===== src/rtl/hpm_err_monitor.sv =====
// Error monitor for the approximate fp16 multiplier: exact round-toward-zero reference, ULP distance, per-window stats.
// Result and statistics update 3 cycles after acceptance, one sample per clock; never stalls, no backpressure.
module hpm_err_monitor #(
  parameter int WINDOW = 16,
  parameter int THRESH = 4,
  parameter int SUM_W  = 24
) (
  input  logic             clk,
  input  logic             rst,
  input  logic             clear,
  input  logic             in_valid,
  input  logic [15:0]      num1,
  input  logic [15:0]      num2,
  input  logic [15:0]      approx,
  output logic             res_valid,
  output logic [14:0]      res_ulp,
  output logic             res_skip,
  output logic [15:0]      sample_cnt,
  output logic [15:0]      skip_cnt,
  output logic [15:0]      exceed_cnt,
  output logic [14:0]      max_ulp,
  output logic [SUM_W-1:0] sum_ulp,
  output logic             done
);
  localparam logic [15:0] WIN = 16'(WINDOW);
  localparam logic [14:0] THR = 15'(THRESH);

  logic              restart;
  logic              accept;
  logic [15:0]       acc_q, acc_d;

  logic              v1_q, s1_q, s1_d, skip1_q, skip1_d;
  logic [14:0]       a1_q, b1_q;
  logic [15:0]       ap1_q;

  logic              v2_q, s2_q, skip2_q;
  logic [21:0]       prod2_q, prod2_d;
  logic signed [6:0] exp2_q, exp2_d;
  logic [15:0]       ap2_q;

  logic signed [6:0] exp3;
  logic [9:0]        mant3;
  logic              skip3;
  logic [14:0]       exact3, diff3, ulp3;
  logic [SUM_W:0]    sum_ext;

  logic              res_valid_q, res_valid_d, res_skip_q, res_skip_d, done_q, done_d;
  logic [14:0]       res_ulp_q, res_ulp_d, max_q, max_d;
  logic [15:0]       sample_q, sample_d, skip_q, skip_d, exceed_q, exceed_d;
  logic [SUM_W-1:0]  sum_q, sum_d;

  assign restart = rst | clear;
  // Acceptance closes on the accept count; done only rises once the tail has retired.
  assign accept  = in_valid & ~done_q & ~clear & (acc_q < WIN);
  assign acc_d   = accept ? acc_q + 16'd1 : acc_q;

  assign skip1_d = (num1[14:10] == 5'd0) | (num1[14:10] == 5'h1F) |
                   (num2[14:10] == 5'd0) | (num2[14:10] == 5'h1F);
  assign s1_d    = num1[15] ^ num2[15];

  assign prod2_d = 22'({1'b1, a1_q[9:0]}) * 22'({1'b1, b1_q[9:0]});
  assign exp2_d  = $signed({2'b00, a1_q[14:10]} + {2'b00, b1_q[14:10]} - 7'd15);

  always_comb begin
    exp3   = prod2_q[21] ? exp2_q + 7'sd1 : exp2_q;
    mant3  = prod2_q[21] ? prod2_q[20:11] : prod2_q[19:10];
    skip3  = skip2_q | (exp3 < 7'sd1) | (exp3 > 7'sd30);
    exact3 = {exp3[4:0], mant3};
    diff3  = (exact3 >= ap2_q[14:0]) ? exact3 - ap2_q[14:0] : ap2_q[14:0] - exact3;
    if (skip3)
      ulp3 = 15'd0;
    else if (ap2_q[15] != s2_q)
      ulp3 = 15'h7FFF;
    else
      ulp3 = diff3;
  end

  always_comb begin
    res_valid_d = 1'b0;
    res_ulp_d   = res_ulp_q;
    res_skip_d  = res_skip_q;
    sample_d    = sample_q;
    skip_d      = skip_q;
    exceed_d    = exceed_q;
    max_d       = max_q;
    sum_d       = sum_q;
    done_d      = done_q;
    sum_ext     = {1'b0, sum_q} + (SUM_W+1)'(ulp3);
    if (v2_q) begin
      res_valid_d = 1'b1;
      res_ulp_d   = ulp3;
      res_skip_d  = skip3;
      sample_d    = sample_q + 16'd1;
      if (skip3) begin
        skip_d = skip_q + 16'd1;
      end else begin
        if (ulp3 > max_q) max_d = ulp3;
        sum_d = sum_ext[SUM_W] ? {SUM_W{1'b1}} : sum_ext[SUM_W-1:0];
        if (ulp3 > THR) exceed_d = exceed_q + 16'd1;
      end
      if (sample_q + 16'd1 == WIN) done_d = 1'b1;
    end
  end

  always_ff @(posedge clk) begin
    if (restart) begin
      acc_q       <= '0;
      v1_q        <= 1'b0;
      s1_q        <= 1'b0;
      skip1_q     <= 1'b0;
      a1_q        <= '0;
      b1_q        <= '0;
      ap1_q       <= '0;
      v2_q        <= 1'b0;
      s2_q        <= 1'b0;
      skip2_q     <= 1'b0;
      prod2_q     <= '0;
      exp2_q      <= '0;
      ap2_q       <= '0;
      res_valid_q <= 1'b0;
      res_ulp_q   <= '0;
      res_skip_q  <= 1'b0;
      sample_q    <= '0;
      skip_q      <= '0;
      exceed_q    <= '0;
      max_q       <= '0;
      sum_q       <= '0;
      done_q      <= 1'b0;
    end else begin
      acc_q       <= acc_d;
      v1_q        <= accept;
      s1_q        <= s1_d;
      skip1_q     <= skip1_d;
      a1_q        <= num1[14:0];
      b1_q        <= num2[14:0];
      ap1_q       <= approx;
      v2_q        <= v1_q;
      s2_q        <= s1_q;
      skip2_q     <= skip1_q;
      prod2_q     <= prod2_d;
      exp2_q      <= exp2_d;
      ap2_q       <= ap1_q;
      res_valid_q <= res_valid_d;
      res_ulp_q   <= res_ulp_d;
      res_skip_q  <= res_skip_d;
      sample_q    <= sample_d;
      skip_q      <= skip_d;
      exceed_q    <= exceed_d;
      max_q       <= max_d;
      sum_q       <= sum_d;
      done_q      <= done_d;
    end
  end

  assign res_valid  = res_valid_q;
  assign res_ulp    = res_ulp_q;
  assign res_skip   = res_skip_q;
  assign sample_cnt = sample_q;
  assign skip_cnt   = skip_q;
  assign exceed_cnt = exceed_q;
  assign max_ulp    = max_q;
  assign sum_ulp    = sum_q;
  assign done       = done_q;
endmodule

===== config.mk =====
export PLATFORM = sky130hd
export DESIGN_NAME = hpm_err_monitor
export DESIGN_NICKNAME = d
export VERILOG_FILES = /design/src/rtl/hpm_err_monitor.sv
export SDC_FILE = /design/constraint.sdc
export NUM_CORES = 1
export LEC_CHECK = 0
export ABC_AREA = 1
export ABC_CLOCK_PERIOD_IN_PS = 5300
export CAP_MARGIN = 20
export CORE_MARGIN = 2
export CORE_UTILIZATION = 35
export CTS_CLUSTER_SIZE = 24
export DETAILED_ROUTE_END_ITERATION = 10
export GPL_ROUTABILITY_DRIVEN = 0
export SYNTH_ARGS = -nofsm -noshare
export SYNTH_HDL_FRONTEND = slang
export SYNTH_SLANG_ARGS = --single-unit

===== constraint.sdc =====
create_clock -name clk -period 5.3 [get_ports clk]
set_input_delay 0.53 -clock clk [delete_from_list [all_inputs] [get_ports clk]]
set_output_delay 0.53 -clock clk [all_outputs]
set_load 0.01 [all_outputs]

==> reports/results.txt <==
Die Width = 211.7 µm
Post-Syn Instances = 2,106
largest net degree at the start of global routing = 82
Cell Area, Placed = 17,300 µm²
WL per Instance = 13.13 µm
initial drt markers = 757
vias in the first global route = 12,890
Slew headroom = 33.64%
register area share after synthesis = 27.59%
Least-Margin Pin Slew = 0.9883 ns
vias = 13,210
fin crit period = 4.999 ns
Max Slew Vio Count = 0
worst reg2reg path depth = 25
cell taking the most area after synthesis = dfxtp_1
syn_area_per_cell = 7.167 µm²
Pleak = 8.752 nW
CTS tree = done
NumNets Final = 2,521
Worst path slowest cell = fa_1
1st-pass router iterations = 5
Post-synth EDFFs = 0
most frequent cells in the layout = inv_1 (457), nand2_1 (431), dfxtp_1 (194)
cell area after synthesis = 15,090 µm²
crit-path max cell delay = 0.52 ns
Power, Total = 4.336 mW
post-layout util = 42.54%
Core Area = 42,790 µm²
share of cells above drive strength 1 = 7.385%
crit path max fanout = 6
HPWL after DPL = 29,490 µm
worst min-delay path category = reg -> reg
Hold Buf Count CTS = 0
startpoint types = register
Ys Warns = 0
predominant post-synthesis flop cell = dfxtp_1
DR vias/cell = 4.681
DRC Markers = 0
Setup Crit Path Kind = reg -> reg
Setup TNS = 0 ns
max cap viols = 0
port buffer count = 156
H-tree Lvls = 1
pwr dens = 238.2 nW/µm²
Reg clk slew, reported paths = 0.06 ns
fmax = 200.0 MHz
gr usage total = 16.73%
first-pass GRT wire length = 61,780 µm
Final Cycle Share = 94.32%
largest cells by area after synthesis = dfxtp_1 (28%), inv_1 (11%), fa_1 (11%)
die footprint = 44,800 µm²
Max clock buf depth = 3
Critical Path Sink Type = register
outcome = completed
grt total ovfl = 0
worst-skew pair later-pin latency = 0.56 ns
RSZ-0062 raised after global routing = false
initial core utilization = 35.27%
Net Count, Synth = 2,371
Crit path arrival time = 5.43 ns
Clock Tree Root = clkbuf_16
Post-Route WL = 37,030 µm
Distinct cells, synth = 51
Rows = 76
ANT cells = 0
Final Skew = 0.02626 ns
Synth Register Bits = 208
Min Hold Slack = 0.3837 ns
final instance area = 18,200 µm²
area delta synth->final = 20.60%
Worst Path Required = 5.73 ns
VDD IR max = 0.0002024 V
asr flop ratio synth = 0%
Hold Fails Final Rpt = 0
Setup Viol. Count Final = 0
Inserted Clock Buffers = 25
post-synth top area share = 27.59%
clock sink count = 208
io pins = 157
Hold Crit Depth = 2
Die H = 211.7 µm
commonest non-fill, non-tap cell in the layout = inv_1
initial antenna violation count = 0
CP most frequent cell = nand2_1
DRT antenna net count = 0
-- per-layer routing --
| layer | part of all wire [%] | global-route usage (%) | vias to the layer above |
|---|---|---|---|
| met5 | 0 | 0 | - |
| met1 | 47 | 22.40 | 6068 |
| met4 | 2.6 | 5.051 | 0 |
| met2 | 46 | 28.03 | 291 |
| li1 | - | - | 6788 |
| met3 | 4.6 | 2.270 | 58 |
-- stage by stage --
stage,std cells,setup WS (ns)
2_1_floorplan,2106,0.3388
3_3_place_gp,2775,0.1599
3_5_place_dp,2775,0.07987
4_1_cts,2821,0.06616
5_1_grt,2821,0.01024
6_report,2821,0.3012
-- registers in the layout (all words and copies together), names as in the netlist, 7 cells and up --
name / count
max_ulp: 15
acc_q: 16
skip_cnt: 16
a1_q: 15
prod2_q: 12
sum_ulp: 24
exceed_cnt: 16
b1_q: 15
exp2_q: 7
sample_cnt: 16
ap1_q: 16
ap2_q: 16
res_ulp: 15
-- cells by family after synthesis --
| family | share of synthesized area [%] |
|---|---|
| flip-flops | 27.59 |
| AND/OR/NAND/NOR | 23.23 |
| buffers and inverters | 13.86 |
| XOR/XNOR | 3.357 |
| AO/OA/AOI/OAI | 10.18 |
| adder cells (fa/ha/maj) | 21.78 |
-- area by class of cell --
cell class,count,area [µm²]
inverter,469,1763
timing repair buffer,191,1828
tap,546,683.2
clock inverter,6,58.81
multi-input combinational,1361,8890
clock buffer,40,792.0
sequential,208,4189
fill,4384,24590
-- where the power goes --
group | leakage (nW) | internal, mW | switching [mW]
Clock | 0.419 | 1.03 | 0.702
Combinational | 6.64 | 0.354 | 0.633
Sequential | 1.69 | 1.59 | 0.0257
-- path summary, 6_finish.rpt --
check | start | to | slack (ns)
hold / removal | ap1_q[1]$_SDFF_PP0_ | ap2_q[1]$_SDFF_PP0_ | 0.38
setup / recovery | a1_q[6]$_SDFF_PP0_ | prod2_q[21]$_SDFF_PP0_ | 0.30
setup reg to reg | a1_q[6]$_SDFF_PP0_ | prod2_q[21]$_SDFF_PP0_ | 0.30
hold reg to reg | ap1_q[1]$_SDFF_PP0_ | ap2_q[1]$_SDFF_PP0_ | 0.38
-- worst max-delay path, delay by kind of cell, from the launching register on --
kind / cells / cell delay [ns]
simple gates: 8 / 0.57
compound gates: 5 / 0.60
buf+inv: 6 / 0.40
fa+ha+maj: 6 / 2.88
flops: 1 / 0.44
-- synthesized netlist by cell type, types with 2 or more instances --
library cell / number
nor3b_1: 4
buf_4: 3
nand2_2: 21
o21a_1: 4
o22ai_1: 8
buf_1: 2
nor2_2: 7
a31oi_1: 5
xnor2_1: 18
nor4_1: 6
and2_1: 3
ha_1: 130
o21ai_1: 11
fa_1: 83
inv_2: 11
nand2_4: 5
xor2_1: 38
nand2_1: 431
buf_2: 15
dfxtp_1: 208
buf_6: 4
o21bai_1: 4
o31ai_1: 2
o21ai_0: 99
a21oi_2: 11
nor3_1: 29
clkbuf_1: 43
a21o_1: 3
nor2_1: 165
nand3_2: 4
nor2_4: 3
inv_1: 457
nand4_1: 30
a21oi_1: 124
nand3_1: 94
a211oi_1: 3
o211ai_1: 4
-- repair_timing --
action / CTS / global route
endpoints found under the hold margin: 0 / 0
gates resized for setup: 0 / 29
buffers inserted: 0 / 0
setup endpoints to repair: 0 / 30
Power figures use the tool's default switching activity.
